## src/rtl/key_debounce_pkg.sv

```systemverilog
// Purpose: shared helpers for the key_debounce block.
// Contents: counter-width function used to size the stability counter.
// Used by: key_debounce (filter counter width).
package key_debounce_pkg;

    // Width needed to hold 0..stable, never less than one bit.
    function automatic int cnt_width(input int stable);
        int w;
        w = $clog2(stable + 1);
        return (w < 1) ? 1 : w;
    endfunction

endpackage

```

## src/rtl/key_debounce_sync_ff.sv

```systemverilog
// Purpose: N-stage shift synchroniser for a single asynchronous bit.
// Ports: i_clk sampling clock, i_rst async active-high reset, i_d raw bit,
//        o_q synchronised bit (last stage); flops reset to RST_VAL.
module sync_ff #(
    parameter int   N       = 2,
    parameter logic RST_VAL = 1'b0
) (
    input  logic i_clk,
    input  logic i_rst,
    input  logic i_d,
    output logic o_q
);

    logic [N-1:0] r_chain;

    always_ff @(posedge i_clk or posedge i_rst) begin
        if (i_rst) begin
            r_chain <= {N{RST_VAL}};
        end else begin
            r_chain <= {r_chain[N-2:0], i_d};
        end
    end

    assign o_q = r_chain[N-1];

endmodule

```

## src/rtl/key_debounce.sv

```systemverilog
// Purpose: debounce one mechanical push-button sampled on a slow clock.
// Ports: clk sampling clock, rst_n async reset (active HIGH despite the name),
//        key raw level, key_debounced registered level after the stability filter.
module key_debounce
    import key_debounce_pkg::*;
#(
    parameter int   SYNC_STAGES   = 2,
    parameter int   STABLE_CYCLES = 2,
    parameter logic IDLE_LEVEL    = 1'b0
) (
    input  logic clk,
    input  logic rst_n,
    input  logic key,
    output logic key_debounced
);

    localparam int               CNT_W   = cnt_width(STABLE_CYCLES);
    localparam logic [CNT_W-1:0] CNT_MAX = CNT_W'(STABLE_CYCLES - 1);

    logic             w_key_s;
    logic [CNT_W-1:0] r_cnt;
    logic [CNT_W-1:0] w_cnt_nxt;
    logic             r_out;
    logic             w_out_nxt;

    sync_ff #(
        .N       (SYNC_STAGES),
        .RST_VAL (IDLE_LEVEL)
    ) u_sync (
        .i_clk (clk),
        .i_rst (rst_n),
        .i_d   (key),
        .o_q   (w_key_s)
    );

    // Count consecutive samples that disagree with the output; any agreeing
    // sample restarts the count, so a bounce train never accumulates.
    always_comb begin
        w_cnt_nxt = r_cnt;
        w_out_nxt = r_out;
        if (w_key_s == r_out) begin
            w_cnt_nxt = '0;
        end else if (r_cnt == CNT_MAX) begin
            w_out_nxt = w_key_s;
            w_cnt_nxt = '0;
        end else begin
            w_cnt_nxt = r_cnt + 1'b1;
        end
    end

    always_ff @(posedge clk or posedge rst_n) begin
        if (rst_n) begin
            r_cnt <= '0;
            r_out <= IDLE_LEVEL;
        end else begin
            r_cnt <= w_cnt_nxt;
            r_out <= w_out_nxt;
        end
    end

    assign key_debounced = r_out;

endmodule

```

## config.mk

```make
export PLATFORM = sky130hd
export DESIGN_NAME = key_debounce
export DESIGN_NICKNAME = d
export VERILOG_FILES = /design/src/rtl/key_debounce_pkg.sv /design/src/rtl/key_debounce_sync_ff.sv /design/src/rtl/key_debounce.sv
export SDC_FILE = /design/constraint.sdc
export NUM_CORES = 1
export LEC_CHECK = 0
export ABC_AREA = 1
export CELL_PAD_IN_SITES_DETAIL_PLACEMENT = 2
export CELL_PAD_IN_SITES_GLOBAL_PLACEMENT = 2
export CORE_AREA = 2 2 39 41
export CTS_CLUSTER_SIZE = 10
export DETAILED_ROUTE_END_ITERATION = 8
export DIE_AREA = 0 0 41 43
export GPL_TIMING_DRIVEN = 0
export PLACE_DENSITY_LB_ADDON = 0.25
export SETUP_SLACK_MARGIN = 0.1
export SLEW_MARGIN = 20
export SYNTH_ARGS = -nofsm -noshare
export SYNTH_HDL_FRONTEND = slang
export SYNTH_SLANG_ARGS = --single-unit
```

## constraint.sdc

```tcl
create_clock -name clk -period 0.8 [get_ports clk]
set_input_delay 0.12 -clock clk [delete_from_list [all_inputs] [get_ports clk]]
set_output_delay 0.12 -clock clk [all_outputs]
set_load 0.02 [all_outputs]
```

Word level (Yosys, flattened, before mapping)
Cells that the tools add are included.
{"block": "op_classes", "n_reduce_logical": 1, "muxes": 2, "bitwise": 1, "n_eq_ne": 2, "n_addsub": 1}
{"op": "$mux 2", "n": 2}
{"op": "$add 2x1->2 const B", "n": 1}
{"op": "$eq 2x1->1 const B", "n": 1}
{"op": "$reduce_and 2->1", "n": 1}
{"op": "$eq 1x1->1", "n": 1}
{"op": "$not 1->1", "n": 1}
{"block": "totals", "inputBits": 3, "out_inout_bits": 1, "regBits": 5, "word_cells": 10}

Depth between registers and ports, before layout
Gate-level depths: netlist of run 1.
{"block": "logic_depth", "ltp_word": 3, "mapped_depth": 5, "ltp_nobuf": 5}

Hierarchy
Synthesis of run 1 repeated with hierarchy kept, for this count alone.
{"block": "hier_totals", "hier_cells": 21, "area_unflattened_um2": 188.9}
{"module": "key_debounce", "area_each_um2": 135.1, "cells_per_inst": 18, "instances": 1}
{"module": "sync_ff", "area_each_um2": 53.8, "cells_per_inst": 3, "instances": 1}

Worst setup path before layout of run 1
Ideal clock, no wire load.
{"block": "synth_timing", "path_type": "flip-flop to flip-flop", "start": "register r_out, in the netlist key_debounced", "end": "register r_cnt[1]", "t_arrival_ns": 0.680, "setup_time_ns": 0.116, "path_buffers": 0, "setup_slack_ns": 0.004, "required_time_ns": 0.684, "stages_incl_launch_ff": 5, "synth_period_minus_slack_ns": 0.796, "cell_sequence": "dfrtp_1 > inv_1 > nand2_1 > nand2_1 > nor2_1"}
{"block": "synth_between", "elab_chain_cells": 2}
{"element": "from (decl)", "line_no": "key_debounce.sv:23", "rtl": "logic r_out;"}
{"element": "from (signal assigned)", "line_no": "key_debounce.sv:57", "rtl": "r_out <= w_out_nxt;"}
{"element": "$eq 1x1->1", "line_no": "key_debounce.sv:41", "rtl": "if (w_key_s == r_out) begin"}
{"element": "$mux 2", "line_no": "key_debounce.sv:41"}
{"element": "via w_cnt_nxt[1]", "line_no": "key_debounce.sv:22", "rtl": "logic [CNT_W-1:0] w_cnt_nxt;"}
{"element": "to (signal assigned)", "line_no": "key_debounce.sv:56", "rtl": "r_cnt <= w_cnt_nxt;"}
{"element": "to (decl)", "line_no": "key_debounce.sv:21", "rtl": "logic [CNT_W-1:0] r_cnt;"}
The timed path passes the listed nets, and every way through them passes these cells.
A chain may end at the register's enable or synchronous reset.

Worst setup path in the final report of run 1
{"block": "layout_timing", "start": "register r_out, in the netlist key_debounced", "end": "output port key_debounced"}
{"element": "to (decl)", "line_no": "key_debounce.sv:14", "rtl": "output logic key_debounced"}
No word-level cell between the ends.

==> results of run 1 <==
## where the power goes
| part | leakage [nW] | internal [mW] | switching (mW) |
|---|---|---|---|
| combinational | 0.0647 | 0.132 | 0.143 |
| sequential | 0.0598 | 0.313 | 0.0432 |
| clock | 0.0150 | 0.188 | 0.0933 |
| total | 0.140 | 0.633 | 0.279 |
## state kept, by name (all words and copies together) (netlist names)
name,count
u_sync.r_chain,2
r_cnt,2
key_debounced,1
## through the flow
step	cells	hold slack, ps	area (µm²)	power, mW
after floorplan	20	-101.5	186.4	0.4828
after global placement	39	325.0	236.5	0.5655
after detailed placement	39	340.9	236.5	0.5833
after CTS	44	79.58	276.5	0.9358
after global routing	44	116.3	276.5	0.9994
final	44	77.98	276.5	0.9125
## how the worst min path moves through the flow
stage          startpoint           endpoint  slack (ps)  depth (start not counted)
2_1_floorplan       rst_n           r_cnt[0]        -100                          1
3_3_place_gp        rst_n  u_sync.r_chain[0]         330                          2
3_5_place_dp        rst_n  u_sync.r_chain[0]         340                          2
4_1_cts             rst_n  u_sync.r_chain[0]          80                          2
5_1_grt             rst_n           r_cnt[0]         120                          2
6_report            rst_n  u_sync.r_chain[0]          80                          2
## synthesized netlist by cell type
master	n	area share [%]
nand3_1	1	2.7
nor2_1	2	4.1
dfrtp_1	5	68
inv_1	5	10
nand2_1	6	12
or2_0	1	3.4
## routing by layer
layer | routed length (µm) | GRT usage [%] | vias up
met3 | 22 | 4.712 | 0
met2 | 184 | 8.125 | 5
met1 | 154 | 7.190 | 70
met5 | 0 | 0 | -
met4 | 0 | 6.000 | 0
li1 | - | - | 71
## final cells by class
class	instances	area share, %
clock buffer	4	9.502
inverter	5	6.787
tap	16	7.240
timing repair buffer	4	14.03
multi-input combinational	10	16.74
sequential	5	45.70
## layout by cell type, fill, tap and decap left out, drive strengths merged
master and n:
inv 5, nand2 6, clkdlybuf4s50 2, nor2 2, dfrtp 5, nand3 1
or2 1, clkbuf 4, buf 2
## cell families after synthesis
logic type    Yosys count  synth area share [%]
simple gates           10                 22.30
buf+inv                 5                 10.14
flops                   5                 67.57
## what timing repair did
action,in CTS,in global routing
hold buffers,0,0
setup buffers,1,0
endpoints found under the setup margin,4,4
pin swaps,1,1
cloned,0,0
resized for setup,8,0
==> run summary, run 1 <==
STATUS
--------------------------------------------------------------------------------
Result of the run ................................................. finished, violations left
Violations in the final reports ................................... setup timing

STA
--------------------------------------------------------------------------------
Max Freq ..........................................................     1130 MHz
Final critical-path setup slack ...................................    -84.90 ps
Unrepaired setup endpoints after global routing ...................          yes
Actual transition at the worst max-transition pin .................     184.7 ps
Final count of negative-setup-slack endpoints .....................            4
Final max-slew violation count ....................................            0
Post-route fraction of the period consumed by the critical path ...       110.6%
Relative max-transition margin ....................................       87.67%
Clock skew after layout ...........................................     2.627 ps
Post-Route Setup TNS ..............................................    -242.7 ps
Shortest clock period the worst path allows after layout ..........     884.9 ps
Final hold violations .............................................            0

GLOBAL ROUTING
--------------------------------------------------------------------------------
Number of antenna violations at the first check in global routing .            0
Maximum number of pins on one net before global-route repair ......            6
Remaining global-route overflow ...................................            0
Number of global-route vias before repair .........................          177
GR Util All Layers ................................................       6.660%
First-pass GRT wire length ........................................       696 µm

SETUP PATH
--------------------------------------------------------------------------------
Kind of start point of the critical path ..........................     register
Largest driver fanout on the critical path ........................            2
Endpoint of the most critical setup path .......................... key_debounced
Worst R2R Path Depth ..............................................            5
Worst-case register-to-register setup slack .......................       -60 ps
Top cell family by delay on the critical path .....................   flip-flops
Critical path data arrival time ...................................       760 ps
Cell chain of the critical path ...................................        buf_6
Worst Setup End Kind ..............................................  output port
Maximum single-stage delay on the critical path ...................       400 ps
CP Buf/Inv Count ..................................................            1
Logic depth of the worst path, buffers included ...................            1
Critical path class ...............................................   reg -> out
Required time of the worst setup path .............................       680 ps
Reg-to-reg critical path startpoint ............................... key_debounced
Endpoint of the lowest-slack register-to-register path ............     r_cnt[1]
Highest-delay cell along the critical path ........................      dfrtp_2
Source of the critical timing path ................................ key_debounced

FLOORPLAN
--------------------------------------------------------------------------------
Horizontal die dimension ..........................................        41 µm
Top Ports .........................................................            4
Core Region .......................................................     1384 µm²
Die area ..........................................................     1763 µm²
Starting Density ..................................................       13.38%
Cell Rows .........................................................           14
Floorplan die height ..............................................        43 µm

FINAL LAYOUT
--------------------------------------------------------------------------------
Area taken by flip-flops and latches ..............................    126.4 µm²
Util after Layout .................................................       19.98%
Fraction of final layout cells with drive strength greater than 1 .       32.14%
Net count of the finished layout ..................................           32
Area of the multi-input gates .....................................    46.29 µm²
Number of diodes added for antenna fixing .........................            0
Area grow syn2layout ..............................................       49.32%
Fill cells ........................................................          160

LOGIC SYNTHESIS
--------------------------------------------------------------------------------
Avg Synthesized Cell Area .........................................    9.259 µm²
Post-synthesis sequential area ratio ..............................       67.57%
Post-synth net total ..............................................           23
Number of synthesized register bits ...............................            5
Number of synthesis warnings ......................................            0
Instance count of the mapped netlist ..............................           20
Mapped Area .......................................................    185.2 µm²
Count of distinct cell types in the synthesized netlist ...........            6

CLOCK NETWORK
--------------------------------------------------------------------------------
Clock sink total ..................................................            5
Clock Pin Slew Worst Setup and Hold Paths .........................        40 ps
H-Tree Level Count ................................................            1
Root buf cell .....................................................     clkbuf_4
TritonCTS clock tree ..............................................          yes
Insertion delay to the later sink of the worst-skew pair ..........       240 ps
Num CTS Buffers ...................................................            3
Bufs on Longest Clock Path ........................................            2

DETAILED ROUTING
--------------------------------------------------------------------------------
Iteration-0 DRC count of the detailed router ......................            1
1st-pass router iterations ........................................            2
Vias after detailed routing .......................................          146
Detail-routed via count per cell ..................................        3.318
Total length of routed wires ......................................       361 µm
Count of unresolved DRC violations after routing ..................            0
Antenna viol nets, final ..........................................            0
Routed wire length per instance ...................................     8.205 µm

WORST HOLD PATH
--------------------------------------------------------------------------------
Worst Hold Class ..................................................  in -> async

PWR
--------------------------------------------------------------------------------
Leakage power .....................................................    0.1395 nW
Worst voltage drop across the vdd grid ............................     881.3 µV
Total power density per cell area .................................  3300 nW/µm²

PLACED DESIGN
--------------------------------------------------------------------------------
Placement-stage worst setup slack .................................    -287.3 ps
Count of buffers from port buffering ..............................            3
Placed wire-length estimate .......................................     283.4 µm
Global placement routability congestion ...........................       0.6181

RUN
--------------------------------------------------------------------------------
Maxcap violations .................................................            0

Note: power is estimated with default switching activity, not from simulation.
==> inputs of run 2 (changes only) <==
SKIP_CTS_REPAIR_TIMING = 1   (was unset)
==> run summary, run 2 (synthesis results as in run 1) <==
DETAILED ROUTING
--------------------------------------------------------------------------------
Vias after detailed routing .......................................          149   +2.1%
1st-pass router iterations ........................................            1   -1
Count of unresolved DRC violations after routing ..................            0   unchanged
Routed wire length per instance ...................................     7.614 µm   -7.2%
Iteration-0 DRC count of the detailed router ......................            0   -1
Detail-routed via count per cell ..................................        3.386   +2.1%
Total length of routed wires ......................................       335 µm   -7.2%
Antenna viol nets, final ..........................................            0   unchanged

STA
--------------------------------------------------------------------------------
Post-route fraction of the period consumed by the critical path ...       110.6%   about the same
Unrepaired setup endpoints after global routing ...................          yes
Actual transition at the worst max-transition pin .................     185.6 ps   +0.8445 ps
Relative max-transition margin ....................................       87.61%   about the same
Clock skew after layout ...........................................     2.957 ps   +0.3300 ps
Min Hold Slack ....................................................     78.94 ps   +0.9602 ps
Final max-slew violation count ....................................            0   unchanged
Shortest clock period the worst path allows after layout ..........     884.9 ps   +0.03480 ps
Max Freq ..........................................................     1130 MHz   about the same
Final count of negative-setup-slack endpoints .....................            4   unchanged
Final critical-path setup slack ...................................    -84.93 ps   -0.03480 ps
Final hold violations .............................................            0   unchanged

FLOORPLAN
--------------------------------------------------------------------------------
Die area ..........................................................     1763 µm²   unchanged
Cell Rows .........................................................           14   unchanged
Horizontal die dimension ..........................................        41 µm   unchanged
Floorplan die height ..............................................        43 µm   unchanged
Core Region .......................................................     1384 µm²   unchanged
Starting Density ..................................................       13.38%   unchanged
Top Ports .........................................................            4   unchanged

STATUS
--------------------------------------------------------------------------------
Result of the run ................................................. finished, violations left
Violations in the final reports ................................... setup timing

CLOCK NETWORK
--------------------------------------------------------------------------------
Clock sink total ..................................................            5   unchanged
Insertion delay to the later sink of the worst-skew pair ..........       240 ps   about the same
Bufs on Longest Clock Path ........................................            2   unchanged
Root buf cell .....................................................     clkbuf_4
Clock Pin Slew Worst Setup and Hold Paths .........................        40 ps   about the same
Num CTS Buffers ...................................................            3   unchanged
TritonCTS clock tree ..............................................          yes
H-Tree Level Count ................................................            1   unchanged

PWR
--------------------------------------------------------------------------------
Fraction of power spent switching nets ............................       30.50%   -0.084 points
Leakage power .....................................................    0.1372 nW   -1.6%
Seq pwr share .....................................................        39.1%   about the same
Worst voltage drop across the vdd grid ............................     857.2 µV   -2.7%
Clk pwr share .....................................................        30.7%   about the same
Total power density per cell area .................................  3297 nW/µm²   about the same
Total chip power ..................................................    0.9116 mW   about the same
Cell-internal power ...............................................    0.6336 mW   about the same
Power dissipated by switching net loads ...........................    0.2781 mW   -0.37%
Comb power frac ...................................................        30.2%   about the same

GLOBAL ROUTING
--------------------------------------------------------------------------------
Remaining global-route overflow ...................................            0   unchanged
First-pass GRT wire length ........................................       641 µm   -7.9%
GR Util All Layers ................................................       6.155%   -0.50 points
Number of antenna violations at the first check in global routing .            0   unchanged
Number of global-route vias before repair .........................          170   -4.0%
Maximum number of pins on one net before global-route repair ......            6   unchanged

FINAL LAYOUT
--------------------------------------------------------------------------------
Area of the multi-input gates .....................................    46.29 µm²   unchanged
Area taken by flip-flops and latches ..............................    126.4 µm²   unchanged
Net count of the finished layout ..................................           32   unchanged
Number of diodes added for antenna fixing .........................            0   unchanged
Fill cells ........................................................          163   +1.9%
Final cell area excluding filler cells ............................    276.5 µm²   unchanged
Util after Layout .................................................       19.98%   unchanged
Area grow syn2layout ..............................................       49.32%   unchanged
Fraction of final layout cells with drive strength greater than 1 .       35.71%   +3.6 points
Most frequent cells in the layout ................................. nand2_1 (4), dfrtp_1 (4), inv_1 (3), clkbuf_4 (3)

SETUP PATH
--------------------------------------------------------------------------------
Reg-to-reg critical path startpoint ............................... key_debounced
Critical path data arrival time ...................................       760 ps   about the same
Worst Setup End Kind ..............................................  output port
Highest-delay cell along the critical path ........................      dfrtp_2
Source of the critical timing path ................................ key_debounced
CP Buf/Inv Count ..................................................            1   unchanged
Top cell family by delay on the critical path .....................   flip-flops
Largest driver fanout on the critical path ........................            2   unchanged
Cell chain of the critical path ...................................        buf_6
Required time of the worst setup path .............................       680 ps   about the same
Worst R2R Path Depth ..............................................            5   unchanged
Worst-case register-to-register setup slack .......................       -70 ps   about the same
Endpoint of the lowest-slack register-to-register path ............     r_cnt[0]
Critical path class ...............................................   reg -> out
Kind of start point of the critical path ..........................     register
Maximum single-stage delay on the critical path ...................       400 ps   about the same

PLACED DESIGN
--------------------------------------------------------------------------------
Placed wire-length estimate .......................................     283.4 µm   unchanged
Count of buffers from port buffering ..............................            3   unchanged
Global placement routability congestion ...........................       0.6181   unchanged
Area of placed instances ..........................................    236.5 µm²   unchanged
Placement-stage worst setup slack .................................    -287.3 ps   unchanged

RUN
--------------------------------------------------------------------------------
Maxcap violations .................................................            0   unchanged

WORST HOLD PATH
--------------------------------------------------------------------------------
Worst Hold Class ..................................................  in -> async

==> run 2: cell counts in the layout (fill, tap and decap cells not counted) <==
Identical to the previous run, type by type.
==> run 2: routing by layer <==
layer	global-route usage [%]	up-vias	share of wire, %	wire length, µm
met5	0	-	0	0
li1	-	72	-	-
met1	6.209	74	45	152
met2	7.500	3	50	168
met4	6.000	0	0	0
met3	4.712	0	4.2	14
==> run 2: layout make-up <==
cell class,count,area share (%)
timing repair buffer,4,14.03
tap,16,7.240
sequential,5,45.70
clock buffer,4,9.502
inverter,5,6.787
multi-input combinational,10,16.74
==> run 2: through the flow <==
stage / std cells / TNS [ps]
after floorplan: 20 / 0
after global placement: 39 / -276.5
after detailed placement: 39 / -287.3
after CTS: 43 / -548.8
after global routing: 44 / -437.5
final: 44 / -255.3
==> run 2: worst max path at each step <==
stage | cells after the start | slack (ps) | to
global route | 1 | -120 | key_debounced
floorplan | 4 | 40 | r_cnt[1]
detailed placement | 1 | -290 | key_debounced
global placement | 1 | -280 | key_debounced
finish | 1 | -80 | key_debounced
CTS | 1 | -550 | key_debounced
==> run 2: power groups by stage <==
| stage | Combinational, mW | Clock (mW) | Sequential, mW |
|---|---|---|---|
| after floorplan | 0.0958 | 0 | 0.387 |
| after global placement | 0.204 | 0 | 0.361 |
| after detailed placement | 0.214 | 0 | 0.369 |
| after CTS | 0.214 | 0.299 | 0.364 |
| after global routing | 0.312 | 0.322 | 0.366 |
| final | 0.276 | 0.280 | 0.356 |
==> inputs of run 3 (changes only) <==
ABC_CLOCK_PERIOD_IN_PS = 800   (was unset)
==> results of run 3 <==
No change in the layout: final DEF, timing and power equal those of run 2.
